File: src/rtl/alu_arbiter.sv
// alu_arbiter: shares one combinational ALU between two requesters.
//
// Requests are granted round-robin. The granted operands are latched,
// presented to the ALU for one cycle (ISSUE), and the registered result is
// then held for the owning requester until it takes it (RESP).
//
// Ports:
//   clk, reset_n              clock, synchronous active-low reset
//   req{0,1}_valid/ready      request handshake (ready combinational, IDLE only)
//   req{0,1}_op/_a/_b         request opcode and operands
//   alu_op/alu_a/alu_b        registered drive to the shared ALU
//   alu_y                     ALU result (combinational from alu_*)
//   rsp{0,1}_valid/ready      response handshake for each requester
//   rsp_y, rsp_zero, rsp_err  shared response data, zero flag, illegal-op flag
//
// Optional feature macro: ALU_OP_CHECK_EN
//   When defined, illegal opcodes bypass the ALU and return rsp_y=0,
//   rsp_zero=1, rsp_err=1. When undefined, every opcode is issued and
//   rsp_err is tied low.
//
// state | meaning
// IDLE  | waiting for a request; grants and accepts one
// ISSUE | latched op on alu_*; result captured at the edge
// RESP  | result held for owner until its rsp ready

module alu_arbiter #(
    parameter int WIDTH = 32,
    parameter int OPW   = 4
) (
    input  logic             clk,
    input  logic             reset_n,
    input  logic             req0_valid,
    output logic             req0_ready,
    input  logic [OPW-1:0]   req0_op,
    input  logic [WIDTH-1:0] req0_a,
    input  logic [WIDTH-1:0] req0_b,
    input  logic             req1_valid,
    output logic             req1_ready,
    input  logic [OPW-1:0]   req1_op,
    input  logic [WIDTH-1:0] req1_a,
    input  logic [WIDTH-1:0] req1_b,
    output logic [OPW-1:0]   alu_op,
    output logic [WIDTH-1:0] alu_a,
    output logic [WIDTH-1:0] alu_b,
    input  logic [WIDTH-1:0] alu_y,
    output logic             rsp0_valid,
    input  logic             rsp0_ready,
    output logic             rsp1_valid,
    input  logic             rsp1_ready,
    output logic [WIDTH-1:0] rsp_y,
    output logic             rsp_zero,
    output logic             rsp_err
);

    typedef enum logic [1:0] {
        IDLE  = 2'd0,
        ISSUE = 2'd1,
        RESP  = 2'd2
    } state_t;

    state_t state;
    logic   owner;
    logic   last_grant;

    // Grants are mutually exclusive: on contention the requester that was
    // not served last wins.
    logic grant0, grant1;
    assign grant0 = req0_valid && (!req1_valid || last_grant);
    assign grant1 = req1_valid && (!req0_valid || !last_grant);

    assign req0_ready = (state == IDLE) && grant0;
    assign req1_ready = (state == IDLE) && grant1;

    assign rsp0_valid = (state == RESP) && !owner;
    assign rsp1_valid = (state == RESP) &&  owner;

    logic [OPW-1:0]   sel_op;
    logic [WIDTH-1:0] sel_a, sel_b;
    assign sel_op = grant1 ? req1_op : req0_op;
    assign sel_a  = grant1 ? req1_a  : req0_a;
    assign sel_b  = grant1 ? req1_b  : req0_b;

    logic rsp_taken;
    assign rsp_taken = owner ? rsp1_ready : rsp0_ready;

`ifdef ALU_OP_CHECK_EN
    logic err_q;
    assign rsp_err = err_q;

    function automatic logic op_legal(input logic [OPW-1:0] op);
        case (op)
            4'b0000, 4'b0010, 4'b0100, 4'b0101,
            4'b0110, 4'b0111, 4'b1010: op_legal = 1'b1;
            default:                   op_legal = 1'b0;
        endcase
    endfunction
`else
    assign rsp_err = 1'b0;
`endif

    always_ff @(posedge clk) begin
        if (!reset_n) begin
            state      <= IDLE;
            owner      <= 1'b0;
            last_grant <= 1'b1;
            alu_op     <= '0;
            alu_a      <= '0;
            alu_b      <= '0;
            rsp_y      <= '0;
            rsp_zero   <= 1'b0;
`ifdef ALU_OP_CHECK_EN
            err_q      <= 1'b0;
`endif
        end else begin
            case (state)
                IDLE: begin
                    if (grant0 || grant1) begin
                        owner <= grant1;
`ifdef ALU_OP_CHECK_EN
                        if (!op_legal(sel_op)) begin
                            // alu_* deliberately left untouched
                            rsp_y    <= '0;
                            rsp_zero <= 1'b1;
                            err_q    <= 1'b1;
                            state    <= RESP;
                        end else begin
                            alu_op <= sel_op;
                            alu_a  <= sel_a;
                            alu_b  <= sel_b;
                            err_q  <= 1'b0;
                            state  <= ISSUE;
                        end
`else
                        alu_op <= sel_op;
                        alu_a  <= sel_a;
                        alu_b  <= sel_b;
                        state  <= ISSUE;
`endif
                    end
                end
                ISSUE: begin
                    rsp_y    <= alu_y;
                    rsp_zero <= (alu_y == '0);
                    state    <= RESP;
                end
                RESP: begin
                    if (rsp_taken) begin
                        last_grant <= owner;
                        state      <= IDLE;
                    end
                end
                default: state <= IDLE;
            endcase
        end
    end

endmodule

File: config.mk
export PLATFORM = sky130hd
export DESIGN_NAME = alu_arbiter
export DESIGN_NICKNAME = d
export VERILOG_FILES = /design/src/rtl/alu_arbiter.sv
export SDC_FILE = /design/constraint.sdc
export NUM_CORES = 1
export LEC_CHECK = 0
export BUFFER_PORTS_ARGS = -buffer_cell sky130_fd_sc_hd__buf_4
export CAP_MARGIN = 0
export CORE_UTILIZATION = 39
export CTS_CLUSTER_SIZE = 16
export DETAILED_ROUTE_END_ITERATION = 7
export GPL_TIMING_DRIVEN = 0
export PLACE_DENSITY = 0.77
export RECOVER_POWER = 100
export SYNTH_ARGS = -nofsm -noshare
export SYNTH_HDL_FRONTEND = slang
export SYNTH_SLANG_ARGS = --single-unit
File: constraint.sdc
create_clock -name clk -period 1.4 [get_ports clk]
set_clock_uncertainty 0.15 [all_clocks]
set_input_delay 0.07 -clock clk [delete_from_list [all_inputs] [get_ports clk]]
set_output_delay 0.07 -clock clk [all_outputs]
set_load 0.1 [all_outputs]
==> results of run 1 <==
final cells by class:
cell class	instances	share of cell area [%]
Antenna cell	2	0.04842
Buffer	48	4.551
Clock buffer	9	2.179
Clock inverter	7	0.6779
Inverter	2	0.07263
Multi-Input combinational cell	337	28.93
Sequential cell	105	21.04
Tap cell	143	1.731
Timing Repair Buffer	474	40.77
worst max-delay path: stages, from the launching register on:
cell                       delay [ns]
sky130_fd_sc_hd__dfxtp_4         0.39
sky130_fd_sc_hd__nor2_4          0.06
sky130_fd_sc_hd__buf_6           0.13
sky130_fd_sc_hd__and2_4          0.13
sky130_fd_sc_hd__buf_6           0.12
sky130_fd_sc_hd__buf_12          0.14
sky130_fd_sc_hd__buf_12          0.14
sky130_fd_sc_hd__a211oi_1        0.37
layer usage:
layer  wire (um)  vias up  share of wire [%]  track usage, %
met5           0        -                  0               0
met4        2692        0                9.7           32.71
met3        2188      234                7.9           7.326
met2       13920      604                 50           68.82
met1        8932     3126                 32           36.78
li1            -     2758                  -               -
power breakdown:
part,internal [mW],switching (mW),total (mW)
registers,3.35,0.247,3.60
logic,2.10,3.98,6.08
clock network,1.39,1.27,2.66
cell usage after synthesis, types with 4 or more instances:
library cell               count
sky130_fd_sc_hd__a211oi_1     48
sky130_fd_sc_hd__a211oi_2     20
sky130_fd_sc_hd__a21oi_1     103
sky130_fd_sc_hd__and2_1        4
sky130_fd_sc_hd__buf_2        12
sky130_fd_sc_hd__buf_6         4
sky130_fd_sc_hd__clkbuf_1     32
sky130_fd_sc_hd__dfxtp_1     105
sky130_fd_sc_hd__mux2i_1      69
sky130_fd_sc_hd__nand2_1      64
sky130_fd_sc_hd__nor4_1        6
state kept, by name, summed over array words and instances (netlist names):
name        cells
state           2
rsp_zero        1
alu_a          32
alu_op          4
owner           1
alu_b          32
rsp_y          32
last_grant      1
cell families (layout without fill, tap and decap cells):
group	Yosys count	after routing	share of synthesized area (%)
AO/OA/AOI/OAI	176	176	25.16
AND/OR/NAND/NOR	91	91	8.686
buffers and inverters	53	540	5.483
other	1	3	0.08136
flip-flops	105	105	45.60
multiplexers	69	69	14.98
per-stage QoR:
stage,cells,area [um^2],total power [mW],TNS [ns]
finish,1127,10340,12.34,-12.66
global route,1126,10330,12.57,-14.88
floorplan,495,4703,6.899,-1.494
global placement,916,6969,8.027,-33.41
detailed placement,916,6969,8.089,-36.35
CTS,1122,9703,11.49,-11.13
repair_timing:
action                                  4_1_cts  5_1_grt
resized for setup                           118      135
hold buffers                                169        0
gates cloned                                  7        2
endpoints found under the hold margin       104        0
buffers inserted                             15        5
endpoints found under the setup margin      106      102
pin swaps                                    16       18
how the worst min path moves through the flow:
stage	from	endpoint	slack, ns	cells past startpoint
finish	req0_b[9]	alu_b[9]$_SDFFE_PN0P_	0.02	3
global route	req0_b[9]	alu_b[9]$_SDFFE_PN0P_	0.02	3
CTS	req0_b[9]	alu_b[9]$_SDFFE_PN0P_	0.001	3
detailed placement	reset_n	last_grant$_SDFFE_PN1P_	0.18	2
global placement	reset_n	last_grant$_SDFFE_PN1P_	0.17	2
floorplan	reset_n	last_grant$_SDFFE_PN1P_	-0.004	1
==> impl_metrics.yaml, run 1 <==
critical_path:
  r2r-start: "state[0]$_SDFFE_PN0P_"
  timing.rr.end: "alu_b[8]$_SDFFE_PN0P_"
  arrival_ns: 1.85
  crit_path_end: "alu_b[8]$_SDFFE_PN0P_"
  reg2regPathDepth: 7
  setup.worst_path.start_class: "register"
  worst_setup_path_end_kind: "register"
  crit_path_start: "state[0]$_SDFFE_PN0P_"
  cp.required_ns: 1.46
  worst-r2r-setup-slack_ns: -0.38
  worst-setup-path-type: "register to register"
  worstPathMaxFanout: 10
logic_synthesis:
  post_synthesis_async_set_or_reset_flop_share_pct: 0
  synth-seq-cells: 105
  synthCells: 495
  yosysUniqueCellTypes: 31
  ys_top_cells_by_area: "sky130_fd_sc_hd__dfxtp_1 46%, sky130_fd_sc_hd__mux2i_1 15%, sky130_fd_sc_hd__a21oi_1 11%"
  synth_flop_type: "sky130_fd_sc_hd__dfxtp_1"
  synth.cell_area_mm2: 0.004609
  synth_top_area_share_pct: 45.60
  syn-mean-instance-area_um2: 9.312
  post_synth_edffs: 0
  synthesis.yosys.warnings: 0
  yosysSeqAreaShare_pct: 45.60
  synth_nets: 669
  synthDominantAreaCellType: "sky130_fd_sc_hd__dfxtp_1"
timing:
  final-setup-viol-count: 75
  whs_ns: 0.02481
  layout_worst_path_cycle_share_pct: 127.5
  fin_ws_ns: -0.3847
  rsz0062_at_grt: "yes"
  layout_min_cycle_time_ns: 1.785
  hold_viol: 0
  worst-slew-pin-transition_ns: 0.7343
  maxClockFrequency_mhz: 560.3
  max_slew_margin_pct: 51.04
  finalMaxSlewViolations: 0
layout:
  multi_input_logic_area_mm2: 0.002990
  syn_to_final_growth_pct: 124.2
  most_frequent_standard_cell_in_the_layout_excluding_fill_and_tap_cells: "sky130_fd_sc_hd__buf_4"
  n_fill_cell: 436
  share_of_cells_above_drive_strength_1_pct: 53.46
  ff_latch_area_mm2: 0.002175
  fin_nets: 1151
  most-common-layout-cells: "188 x sky130_fd_sc_hd__buf_4, 169 x sky130_fd_sc_hd__dlygate4sd3_1, 101 x sky130_fd_sc_hd__a21oi_1"
  finalCoreUtilization_pct: 90.14
clock_tree:
  htree_num_levels: 3
  clock_latency_ns: 0.35
  clkSlewWorstSetupHoldPaths_ns: 0.08
  tritoncts: "yes"
  cts.path.max_buffers: 2
  clkSinkCount: 105
  cts_made_buffers: 9
  cts_root_buffer: "sky130_fd_sc_hd__clkbuf_16"
power:
  power_density_relative_to_cell_area_mw_per_mm2: 1194
  leakagePower_nw: 4.250
  vdd.ir_drop.worst_v: 0.0009115
placement:
  pre_cts_slack_ns: -0.5402
  io_buffer_count: 278
  post-dp-hpwl_um: 11890
  finalWeightedCongestion: 0.8722
global_route:
  largest_net_degree_at_the_start_of_global_routing: 18
  grt_pass1_vias: 6917
  globalRouteOverflowTotal: 0
  globalRouteTotalUtil_pct: 37.97
  grt_antenna_before_repair: 1
  global_route_wire_length_before_repair_um: 36420
route:
  drt_iter0_drc: 507
  drc_errors: 0
  routedWlPerCell_um: 24.61
  postRouteWirelength_um: 27730
  avgViaCountPerCell: 5.965
  drt_first_pass_iters: 6
  route.vias.total: 6722
  route.antenna.remaining_nets: 0
floorplanning:
  die_area_mm2: 0.01226
  io_pins: 280
  die_h_um: 110.7
  row_count: 39
  initial_core_util_pct: 40.20
  core-area_mm2: 0.01147
  die_width_um: 110.7
min_path:
  min-delay-path-class: "input port to register"
run_status:
  outcome: "finished, violations left"
  violations: "negative setup slack"
job:
  drv_cap: 0
Power figures use the tool's default switching activity.
==> run 2, diff against run 1 <==
Settings changed: RECOVER_POWER 100 to 50.
==> impl_metrics.yaml, run 2 (same netlist as run 1, synthesis figures left out) <==
power:
  leakagePower_nw: 4.269
  vdd.ir_drop.worst_v: 0.0009073
  power_density_relative_to_cell_area_mw_per_mm2: 1194
layout:
  syn_to_final_growth_pct: 124.3
  largest_registers: "alu_a (32), alu_b (32), rsp_y (32)"
  most_frequent_standard_cell_in_the_layout_excluding_fill_and_tap_cells: "sky130_fd_sc_hd__buf_4"
  most-common-layout-cells: "223 x sky130_fd_sc_hd__buf_4, 169 x sky130_fd_sc_hd__dlygate4sd3_1, 101 x sky130_fd_sc_hd__a21oi_1"
  share_of_cells_above_drive_strength_1_pct: 53.56
  stdcell_count: 1126
  fin_nets: 1151
route:
  routedWlPerCell_um: 24.51
  postRouteWirelength_um: 27600
  route.vias.total: 6694
  drt_iter0_drc: 557
  drc_errors: 0
  route.antenna.remaining_nets: 0
  avgViaCountPerCell: 5.945
  drt_first_pass_iters: 8
timing:
  fin_ws_ns: -0.3403
  rsz0062_at_grt: "yes"
  hold_viol: 0
  whs_ns: 0.01890
  layout_worst_path_cycle_share_pct: 124.3
  layout_min_cycle_time_ns: 1.740
  totalNegativeSetupSlack_ns: -12.36
  max_slew_margin_pct: 50.80
  final-setup-viol-count: 74
  maxClockFrequency_mhz: 574.6
  finalMaxSlewViolations: 0
  worst-slew-pin-transition_ns: 0.7381
run_status:
  violations: "negative setup slack"
  outcome: "finished, violations left"
clock_tree:
  htree_num_levels: 3
  clkSinkCount: 105
  clkSlewWorstSetupHoldPaths_ns: 0.08
  clock_latency_ns: 0.35
  tritoncts: "yes"
  cts.path.max_buffers: 2
  cts_root_buffer: "sky130_fd_sc_hd__clkbuf_16"
  cts_made_buffers: 9
critical_path:
  cp.required_ns: 1.47
  worstPathMaxFanout: 10
  worst_setup_path_end_kind: "register"
  setup.worst_path.start_class: "register"
  reg2regPathDepth: 7
  worst-setup-path-type: "register to register"
  arrival_ns: 1.81
floorplanning:
  io_pins: 280
  initial_core_util_pct: 40.20
  row_count: 39
  die_width_um: 110.7
  die_h_um: 110.7
  core-area_mm2: 0.01147
  die_area_mm2: 0.01226
global_route:
  global_route_wire_length_before_repair_um: 36420
  globalRouteTotalUtil_pct: 37.97
  grt_util_met1_pct: 36.78
  globalRouteOverflowTotal: 0
  use_met3_pct: 7.326
  grt_pass1_vias: 6917
  grt_antenna_before_repair: 1
  largest_net_degree_at_the_start_of_global_routing: 18
  met2_usage_pct: 68.82
  gr-max-usage-layer: "met2"
placement:
  finalWeightedCongestion: 0.8722
  post-dp-hpwl_um: 11890
  place_inst: 916
  io_buffer_count: 278
job:
  drv_cap: 0
min_path:
  min_delay_path_depth: 3
  min-delay-path-class: "input port to register"
-- run 2: cell types whose count changed in the layout (fill, tap and decap cells not counted), sizes merged --
cell,before,now
buf,227,263
clkbuf,135,99
diode,2,1
-- run 2: worst paths after layout --
| kind | to | startpoint | slack (ns) |
|---|---|---|---|
| worst max register to register | alu_b[8]$_SDFFE_PN0P_ | state[0]$_SDFFE_PN0P_ | -0.34 |
| worst min register to register | rsp_y[30]$_SDFFE_PN0N_ | rsp_y[30]$_SDFFE_PN0N_ | 0.31 |
| worst min-delay path | alu_b[9]$_SDFFE_PN0P_ | req0_b[9] | 0.02 |
| worst max-delay path | alu_b[8]$_SDFFE_PN0P_ | state[0]$_SDFFE_PN0P_ | -0.34 |
-- run 2: power breakdown --
group          internal (mW)  switching [mW]  total [mW]
clock                   1.39            1.26        2.65
combinational           2.11            3.98        6.09
sequential              3.35           0.247        3.60
-- run 2: final cells by class --
| class | count | area [um^2] |
|---|---|---|
| Antenna cell | 1 | 2.502 |
| Buffer | 48 | 470.5 |
| Clock buffer | 9 | 225.2 |
| Clock inverter | 7 | 70.07 |
| Fill cell | 436 | 1130 |
| Inverter | 2 | 7.507 |
| Multi-Input combinational cell | 337 | 2990 |
| Sequential cell | 105 | 2175 |
| Tap cell | 143 | 178.9 |
| Timing Repair Buffer | 474 | 4218 |
-- run 2: routing by layer --
metal / vias to the layer above / routed length (um)
met4: 0 / 2745
li1: 2757 / -
met5: - / 0
met3: 229 / 2139
met1: 3116 / 8850
met2: 592 / 13870
-- run 2: worst max-delay path: stages, from the launching register on --
cell and delay [ns]:
sky130_fd_sc_hd__dfxtp_4 0.39, sky130_fd_sc_hd__nor2_4 0.06, sky130_fd_sc_hd__buf_6 0.13, sky130_fd_sc_hd__and2_4 0.14, sky130_fd_sc_hd__buf_6 0.13, sky130_fd_sc_hd__buf_12 0.14
sky130_fd_sc_hd__buf_12 0.14, sky130_fd_sc_hd__a211oi_1 0.33
-- run 2: metrics by stage --
| stage | utilization, % | cell area [um^2] | worst slack [ns] | total power, mW |
|---|---|---|---|---|
| 2_1_floorplan | - | 4703 | -0.1022 | 6.899 |
| 3_3_place_gp | 60.77 | 6969 | -0.5120 | 8.027 |
| 3_5_place_dp | 60.77 | 6969 | -0.5402 | 8.089 |
| 4_1_cts | 84.62 | 9703 | -0.2716 | 11.49 |
| 5_1_grt | 90.15 | 10340 | -0.3344 | 12.58 |
| 6_report | 90.15 | 10340 | -0.3403 | 12.34 |
-- run 2: what timing repair did --
action,in CTS,in global routing
setup buffers,15,5
endpoints found under the setup margin,106,102
cloned,7,2
pin swaps,16,18
endpoints found under the hold margin,104,0
resized for setup,118,135
hold buffers,169,0
